<file path="src/rtl/key_event_fifo_if.sv">
// Keypad-event FIFO bus: keypad strobe/code and MCU read side in, FIFO status and interrupt out.
interface key_event_fifo_if;
  localparam int unsigned KW = 4;
  localparam int unsigned CW = 5;

  logic          key_int;
  logic [KW-1:0] key_data;
  logic          rd_en;
  logic          ovf_clr;
  logic [KW-1:0] dout;
  logic [CW-1:0] count;
  logic          empty;
  logic          full;
  logic          overflow;
  logic          mcu_int;

  modport master (
    output key_int, key_data, rd_en, ovf_clr,
    input  dout, count, empty, full, overflow, mcu_int
  );

  modport slave (
    input  key_int, key_data, rd_en, ovf_clr,
    output dout, count, empty, full, overflow, mcu_int
  );
endinterface

</file>
<file path="src/rtl/key_event_fifo.sv">
// Keypad event FIFO with one-push-per-strobe capture and an MCU interrupt pulse per unread entry.
// Optional sticky overflow flag enabled by defining KEY_FIFO_OVF_EN.
module key_event_fifo #(
  parameter int unsigned DEPTH      = 8,
  parameter int unsigned INT_CYCLES = 3
) (
  input logic             clk,
  input logic             rst_n,
  key_event_fifo_if.slave bus
);
  localparam int unsigned AW = $clog2(DEPTH);
  localparam int unsigned KW = 4;
  localparam int unsigned CW = 5;
  localparam int unsigned PW = 4;

  typedef enum logic [1:0] {IDLE, PULSE, HOLD} state_t;

  state_t        state, state_n;
  logic [PW-1:0] pcnt, pcnt_n;
  logic          mcu_int_q;

  logic          key_prev;
  logic [KW-1:0] mem [DEPTH];
  logic [AW-1:0] wr_ptr, rd_ptr, rd_ptr_inc_c;
  logic [CW-1:0] count_q, count_n_c;
  logic [KW-1:0] dout_q, head_n_c;
  logic          empty_q, full_q, overflow_q;

  logic push_c, pop_c, wr_c;

  // Rising edge of the level strobe is the only push request.
  assign push_c       = bus.key_int & ~key_prev;
  assign pop_c        = bus.rd_en & ~empty_q;
  assign wr_c         = push_c & (~full_q | pop_c);
  assign rd_ptr_inc_c = rd_ptr + AW'(1);

  always_comb begin
    count_n_c = count_q;
    case ({wr_c, pop_c})
      2'b10:   count_n_c = count_q + CW'(1);
      2'b01:   count_n_c = count_q - CW'(1);
      default: count_n_c = count_q;
    endcase
  end

  // Next head value so dout can be a plain register (reads 0 when empty).
  always_comb begin
    head_n_c = dout_q;
    if (count_n_c == '0) begin
      head_n_c = '0;
    end else if (pop_c) begin
      head_n_c = (count_q == CW'(1)) ? bus.key_data : mem[rd_ptr_inc_c];
    end else if (empty_q) begin
      head_n_c = bus.key_data;
    end
  end

  always_ff @(posedge clk) begin
    if (rst_n && wr_c) begin
      mem[wr_ptr] <= bus.key_data;
    end
  end

  always_ff @(posedge clk) begin
    if (!rst_n) begin
      key_prev <= 1'b1;
      wr_ptr   <= '0;
      rd_ptr   <= '0;
      count_q  <= '0;
      empty_q  <= 1'b1;
      full_q   <= 1'b0;
      dout_q   <= '0;
    end else begin
      key_prev <= bus.key_int;
      if (wr_c) begin
        wr_ptr <= wr_ptr + AW'(1);
      end
      if (pop_c) begin
        rd_ptr <= rd_ptr_inc_c;
      end
      count_q <= count_n_c;
      empty_q <= (count_n_c == '0);
      full_q  <= (count_n_c == CW'(DEPTH));
      dout_q  <= head_n_c;
    end
  end

`ifdef KEY_FIFO_OVF_EN
  logic ovf_ev_c;
  assign ovf_ev_c = push_c & full_q & ~pop_c;

  // A drop in the same cycle as a clear keeps the flag set.
  always_ff @(posedge clk) begin
    if (!rst_n) begin
      overflow_q <= 1'b0;
    end else if (ovf_ev_c) begin
      overflow_q <= 1'b1;
    end else if (bus.ovf_clr) begin
      overflow_q <= 1'b0;
    end
  end
`else
  logic unused_ovf_clr;
  assign unused_ovf_clr = bus.ovf_clr;

  always_ff @(posedge clk) begin
    overflow_q <= 1'b0;
  end
`endif

  always_ff @(posedge clk) begin
    if (!rst_n) begin
      state     <= IDLE;
      pcnt      <= '0;
      mcu_int_q <= 1'b0;
    end else begin
      state     <= state_n;
      pcnt      <= pcnt_n;
      mcu_int_q <= (state_n == PULSE);
    end
  end

  // Interrupt sequencing: one pulse per visit to IDLE while entries remain.
  always_comb begin
    state_n = state;
    pcnt_n  = pcnt;
    case (state)
      IDLE: begin
        if (!empty_q) begin
          state_n = PULSE;
          pcnt_n  = '0;
        end
      end
      PULSE: begin
        if (bus.rd_en) begin
          state_n = IDLE;
        end else if (pcnt == PW'(INT_CYCLES - 1)) begin
          state_n = HOLD;
        end else begin
          pcnt_n = pcnt + PW'(1);
        end
      end
      HOLD: begin
        if (bus.rd_en || empty_q) begin
          state_n = IDLE;
        end
      end
      default: state_n = IDLE;
    endcase
  end

  assign bus.dout     = dout_q;
  assign bus.count    = count_q;
  assign bus.empty    = empty_q;
  assign bus.full     = full_q;
  assign bus.overflow = overflow_q;
  assign bus.mcu_int  = mcu_int_q;
endmodule
</file>
<file path="src/flat_wrapper.sv">
// flat-port wrapper written by rule: the top's interface ports become plain ports
module key_event_fifo_flat 
#(
  parameter int unsigned DEPTH      = 8,
  parameter int unsigned INT_CYCLES = 3
)
  (clk, rst_n, bus_key_int, bus_key_data, bus_rd_en, bus_ovf_clr, bus_dout, bus_count, bus_empty, bus_full, bus_overflow, bus_mcu_int);
  key_event_fifo_if bus_i ();
  input logic clk;
  input logic rst_n;
  input wire logic [$bits(bus_i.key_int)-1:0] bus_key_int;
  input wire logic [$bits(bus_i.key_data)-1:0] bus_key_data;
  input wire logic [$bits(bus_i.rd_en)-1:0] bus_rd_en;
  input wire logic [$bits(bus_i.ovf_clr)-1:0] bus_ovf_clr;
  output wire logic [$bits(bus_i.dout)-1:0] bus_dout;
  output wire logic [$bits(bus_i.count)-1:0] bus_count;
  output wire logic [$bits(bus_i.empty)-1:0] bus_empty;
  output wire logic [$bits(bus_i.full)-1:0] bus_full;
  output wire logic [$bits(bus_i.overflow)-1:0] bus_overflow;
  output wire logic [$bits(bus_i.mcu_int)-1:0] bus_mcu_int;
  assign bus_i.key_int = bus_key_int;
  assign bus_i.key_data = bus_key_data;
  assign bus_i.rd_en = bus_rd_en;
  assign bus_i.ovf_clr = bus_ovf_clr;
  assign bus_dout = bus_i.dout;
  assign bus_count = bus_i.count;
  assign bus_empty = bus_i.empty;
  assign bus_full = bus_i.full;
  assign bus_overflow = bus_i.overflow;
  assign bus_mcu_int = bus_i.mcu_int;
  key_event_fifo #(.DEPTH(DEPTH), .INT_CYCLES(INT_CYCLES)) u_core (.clk(clk), .rst_n(rst_n), .bus(bus_i));
endmodule
</file>
<file path="config.mk">
export PLATFORM = sky130hd
export DESIGN_NAME = key_event_fifo_flat
export DESIGN_NICKNAME = d
export VERILOG_FILES = /design/src/rtl/key_event_fifo_if.sv /design/src/rtl/key_event_fifo.sv /design/src/flat_wrapper.sv
export SDC_FILE = /design/constraint.sdc
export NUM_CORES = 1
export LEC_CHECK = 0
export BUFFER_PORTS_ARGS = -buffer_cell sky130_fd_sc_hd__buf_2
export CORE_MARGIN = 5
export CORE_UTILIZATION = 55
export DETAILED_ROUTE_END_ITERATION = 12
export PLACE_DENSITY = 0.74
export SETUP_SLACK_MARGIN = 0.05
export SLEW_MARGIN = 5
export SYNTH_ARGS = -nofsm -noshare
export SYNTH_HDL_FRONTEND = slang
export SYNTH_SLANG_ARGS = --single-unit
</file>
<file path="constraint.sdc">
create_clock -name clk -period 5.6 [get_ports clk]
set_input_delay 0.84 -clock clk [delete_from_list [all_inputs] [get_ports clk]]
set_output_delay 0.84 -clock clk [all_outputs]
set_load 0.005 [all_outputs]
</file>
==> out/results.txt, run 1 <==
Area contributors post-synth - edfxtp_1, dfxtp_1, ha_1
first-pass GRT wire length - 8.300 mm
setup_tns - 0 ps
Final Wtd Congestion - 0.8260
Sw Ratio - 23.06%
commonest non-fill, non-tap cell in the layout - edfxtp_1
Clock Tree Root - clkbuf_8
hold_buf cts - 0
WP data required - 5840 ps
CP endpoint kind - register
Max Root-Sink Buffers - 2
sequential share of power - 52.2%
DR WL/cell - 15.48 um
layout cells sized above 1 - 16.41%
relative slew slack - 36.39%
Netlist cell types - 49
FP Rows - 25
sequential share of the synthesized area - 53.82%
DP HPWL - 3.435 mm
Synth Area in Simple Gates - 16.31%
pre-CTS WS - 2162 ps
clock share of power - 40.5%
Initial DRC Count - 116
die width - 80.26 um
Synth area leader - edfxtp_1
Net Sw Power - 0.0002019 W
Max Cap Viol - 0
setup bufs post-CTS - 0
I/O pins - 22
WL final - 4.999 mm
Pre-Repair DR Iteration Count - 4
P per Cell Area - 291.1 nW/um2
CTS tree - yes
top cell type's share of synthesized area - 35.39%
Yosys Warn Count - 0
TritonCTS buffer count - 9
main combinational cell family by area after synthesis - simple AND/OR/NAND/NOR gates
Max Clk Rate - 322.6 MHz
unrepaired setup endpoints after global routing - no
LEAKAGE - 1.029 nW
Tmin final - 3100 ps
drt via density - 5.573
XOR/XNOR Fraction of Synth Area - 3.180%
clk_skew - 5.709 ps
min-delay worst type - register to register
outcome - complete, no violations
Setup CP Type - primary input to register
Mapped Cells - 233
crit path DAT - 3340 ps
CP Buf/Inv Count - 2
Starting Density - 57.11%
reg2reg setup slack - 2680 ps
worst stage delay on the critical path - 480 ps
Slowest-stage cell, CP - or4b_1
final setup vio count - 0
Compound-Gate Fraction of Synth Area - 13.92%
cell-internal power - 0.0006738 W
Final Hold Fails - 0
most used cell, CP - nand2b_1
critical path cell sequence - buf_2 -> nand2b_1 -> a21oi_4 -> inv_1 -> ha_1 -> nand2b_1 -> or4b_1 -> o211ai_1 -> and2_1 -> nor4b_2
Net count, final - 269
#FFs+latches synth - 57
# diodes - 0
largest net degree at the start of global routing - 25
initial antenna violation count - 0
Power Total - 0.0008757 W
Detail Route Antenna Nets - 0
DR vias - 1,800
most frequent cells in the layout - edfxtp_1, dfxtp_1, buf_2
Die ar. - 6442 um2
Max Transition Viols Final - 0
clock slew at reported path FFs - 60 ps
Combinational Power Share - 7.3%
IO buf count - 19
clock sinks - 57
maximum VDD drop - 0.0003472 V
Post-synth ARST share - 0%
startpoint types - primary input
Die Y - 80.26 um
main flop type after synthesis - edfxtp_1
DRC - 0
vias in the first global route - 1,719
clk_lat worst skew - 330 ps
Syn Nets - 251
gr ovfl total - 0
cell area after synthesis - 2715 um2
Area Overhead vs Synth - 10.78%
post_cts resized - 0
setup ws final - 2500 ps
Synth Area in Adders - 4.147%
worst-margin pin slew - 940.9 ps
multiplexer share of the synthesized area - 4.608%
core footprint - 4755 um2
Final period util - 55.35%
crit path max fanout - 13
H-Tree Depth - 3
total track usage - 17.57%
Fillers - 419
Avg Cell Area, Syn - 11.65 um2
EDFF count, synth - 32
cell family with most CP delay - simple AND/OR/NAND/NOR gates
[cells by family (layout without fill, tap and decap cells)]
family	after synthesis	count (layout)
other cells	1	1
compound gates	48	48
simple gates	78	78
fa+ha+maj	9	9
mux	10	10
flops	57	57
buf+inv	21	44
xor+xnor	9	9
[final timing paths]
kind	from	end	cells after the start
min reg2reg	u_core.rd_ptr[1]	u_core.rd_ptr[1]	2
min	u_core.rd_ptr[1]	u_core.rd_ptr[1]	2
max reg2reg	u_core.bus.empty	u_core.bus.full	9
max	bus_rd_en	u_core.bus.full	10
[layout make-up]
class | count | area [um2] | area share [%]
Multi-Input combinational cell | 155 | 1149 | 38.19
Tap cell | 67 | 83.83 | 2.787
Clock buffer | 9 | 123.9 | 4.118
Sequential cell | 57 | 1461 | 48.59
Clock inverter | 7 | 61.31 | 2.038
Timing Repair Buffer | 19 | 95.09 | 3.161
Inverter | 9 | 33.78 | 1.123
[layer usage]
metal / share of wire [%] / GRT usage, %
met2: 46 / 26.57
met1: 47 / 22.82
met3: 5.6 / 6.278
met5: 0 / 0
met4: 1.0 / 7.264
[worst min-delay path, delay by kind of cell, from the launching register on]
kind | cells | cell delay (ps)
AOI/OAI and AO/OA | 1 | 60
DFF | 1 | 310
and+or+nand+nor | 1 | 50
[metrics by stage]
step | hold WS (ps) | cell area (um2) | util, % | std cells
after global placement | 456.3 | 2823 | 59.37 | 307
after floorplan | 447.2 | 2715 | - | 233
after detailed placement | 468.5 | 2823 | 59.37 | 307
after global routing | 511.8 | 3008 | 63.26 | 323
final | 469.9 | 3008 | 63.26 | 323
after CTS | 476.8 | 3008 | 63.26 | 323
[sequential cells by signal, indices dropped and copies added, names as in the netlist]
register and cells:
u_core.mem 32, u_core.bus.count 5, u_core.bus.dout 4, u_core.pcnt 4
u_core.rd_ptr 3, u_core.wr_ptr 3, u_core.state 2, u_core.bus.empty 1
u_core.bus.full 1, u_core.bus.mcu_int 1, u_core.key_prev 1
[synthesized netlist by cell type (4+ instances only)]
cell type and instances:
nand2_1 12, ha_1 9, o211ai_1 5, a21boi_0 4
a21oi_1 5, edfxtp_1 32, nor2b_1 7, o21ai_0 7
clkbuf_1 5, a31oi_1 5, xnor2_1 6, nand2b_1 8
a2111oi_0 4, nand3_1 7, nor2_1 14, inv_1 9
nor3_1 6, mux2i_1 8, o31ai_1 4, nor4b_1 4
dfxtp_1 25, and2_1 10
[power groups by stage]
| stage | sequential (W) | combinational (W) | clock, W |
|---|---|---|---|
| 2_1_floorplan | 0.000461 | 0.0000510 | 0 |
| 3_3_place_gp | 0.000466 | 0.0000629 | 0 |
| 3_5_place_dp | 0.000466 | 0.0000640 | 0 |
| 4_1_cts | 0.000457 | 0.0000644 | 0.000363 |
| 5_1_grt | 0.000459 | 0.0000707 | 0.000386 |
| 6_report | 0.000457 | 0.0000640 | 0.000354 |
No activity file was read; power rests on OpenSTA's default activity.
==> run 2: changes to the inputs <==
- CORE_UTILIZATION: 55 -> 53
- PLACE_DENSITY: 0.74 -> 0.75
- clock period: 5.6 -> 2.6 ns (I/O delays scaled with it)
==> run 2 against run 1 <==
Cell count up 5.3%. Clock skew increased by 0.95 ps. First-iteration DRC count is 42% lower. Critical path depth shrank 1. Via count increased by 2.1%. Routed wire length is 0.12% lower. Sequential share of layout area is 2.7 points lower. Die area increased by 3.3%. Non-clock buffer count rose by 14. Combinational power grew to 2.6 times the previous value. Critical path type is now register to register. Clock power grew to 2.7 times the previous value. Critical endpoint is now u_core.bus.dout[0].
==> out/results.txt, run 2 (synthesized netlist as in run 1, its figures left out) <==
clk_skew - 6.660 ps (+0.9517 ps)
TritonCTS buffer count - 9 (unchanged)
Detail Route Antenna Nets - 0 (unchanged)
Final Hold Fails - 0 (unchanged)
DR WL/cell - 14.69 um (-5.1%)
crit path DAT - 2620 ps (-720 ps)
DRC - 0 (unchanged)
sequential cell area - 1461 um2 (unchanged)
initial antenna violation count - 0 (unchanged)
Clock Tree Root - clkbuf_8
Max Root-Sink Buffers - 2 (unchanged)
hold_ws - 273.3 ps (-196.6 ps)
worst-margin pin slew - 653.4 ps (-287.5 ps)
P per Cell Area - 662.3 nW/um2 (+130%)
Max Transition Viols Final - 0 (unchanged)
Tmin final - 2384 ps
total track usage - 17.10% (-0.47 points)
Top reg by flops - u_core.mem
Max Clk Rate - 419.5 MHz
LEAKAGE - 1.135 nW (+10%)
Initial DRC Count - 67 (-42%)
Net count, final - 283 (+5.2%)
FP Rows - 26 (+4.0%)
DP HPWL - 3.511 mm (+2.2%)
first-pass GRT wire length - 8.390 mm (+1.1%)
H-Tree Depth - 3 (unchanged)
commonest non-fill, non-tap cell in the layout - edfxtp_1
clock sinks - 57 (unchanged)
WP data required - 2830 ps (-3010 ps)
crit path max fanout - 10 (-3)
Pre-Repair DR Iteration Count - 4 (unchanged)
outcome - complete, no violations
drt via density - 5.406 (-3.0%)
Max Cap Viol - 0 (unchanged)
Die Y - 81.58 um (+1.6%)
die width - 81.58 um (+1.6%)
most frequent cells in the layout - edfxtp_1, dfxtp_1, buf_2
core footprint - 5042 um2 (+6.1%)
Die ar. - 6654 um2 (+3.3%)
Fillers - 388 (-7.4%)
CP endpoint kind - register
Setup CP Type - register to register
final setup vio count - 0 (unchanged)
WL final - 4.993 mm (-0.12%)
IO buf count - 19 (unchanged)
setup bufs post-CTS - 0 (unchanged)
maximum VDD drop - 0.0004592 V (+32%)
clock slew at reported path FFs - 70 ps (about the same)
I/O pins - 22 (unchanged)
relative slew slack - 55.83% (+19 points)
DR vias - 1,838 (+2.1%)
# diodes - 0 (unchanged)
startpoint types - register
clk_lat worst skew - 330 ps (about the same)
layout cells sized above 1 - 22.59% (+6.2 points)
largest net degree at the start of global routing - 25 (unchanged)
unrepaired setup endpoints after global routing - no
Starting Density - 53.85% (-3.3 points)
Area Overhead vs Synth - 17.28%
CTS tree - yes
setup_tns - 0 ps (unchanged)
Final Wtd Congestion - 0.7678 (-7.0%)
min-delay worst type - primary input to register
vias in the first global route - 1,751 (+1.9%)
Multi-input gate area - 1169 um2 (+1.7%)
gr ovfl total - 0 (unchanged)
flip-flop count of the largest register after layout - 32 (unchanged)
Final period util - 91.69%
## run 2: metrics by stage
stage | utilization, % | instances | cell area [um2] | total power (W) | setup slack [ps]
5_1_grt | 63.15 | 340 | 3184 | 0.002183 | 43.60
3_5_place_dp | 58.24 | 324 | 2937 | 0.001155 | 24.01
2_1_floorplan | - | 233 | 2720 | 0.001105 | 54.93
6_report | 63.15 | 340 | 3184 | 0.002109 | 216.1
3_3_place_gp | 58.24 | 324 | 2937 | 0.001151 | 99.62
4_1_cts | 62.85 | 340 | 3169 | 0.002117 | 91.04
## run 2: repair_timing
item	CTS	global route
hold buffers	0	0
resized for setup	0	3
endpoints found under the setup margin	0	5
## run 2: final timing paths
path                                  startpoint  cells past startpoint  slack, ps                  to
worst max register to register  u_core.bus.empty                      9        220  u_core.bus.dout[0]
worst max-delay path            u_core.bus.empty                      9        220  u_core.bus.dout[0]
worst min register to register  u_core.rd_ptr[1]                      2        480    u_core.rd_ptr[1]
worst min-delay path                 bus_key_int                      2        270     u_core.key_prev
## run 2: power by group
group / internal (W) / total [W] / switching [W]
Combinational: 0.0000715 / 0.000165 / 0.0000935
Clock: 0.000627 / 0.000968 / 0.000341
Sequential: 0.000965 / 0.000976 / 0.0000102
## run 2: metal layers
metal	wire (um)	GRT usage, %	vias to the layer above
li1	-	-	922
met4	129	9.136	0
met1	2302	23.06	869
met5	0	0	-
met3	187	3.728	13
met2	2373	25.73	34
## run 2: cell type report
type                       instances  area share [%]
clock buffer                       9           3.890
clock inverter                     7           3.418
inverter                           9           1.061
multi-input combinational        155           36.70
sequential                        57           45.89
tap                               70           2.750
timing repair buffer              33           6.287
## run 2: worst max-delay path, stage by stage, from the launching register on
cell and delay [ps]:
dfxtp_1 310, nand2b_2 210, a21oi_4 140, inv_1 100
ha_4 270, nand2b_1 170, or4b_1 470, o211ai_1 180
o41ai_4 140, a2111oi_2 300
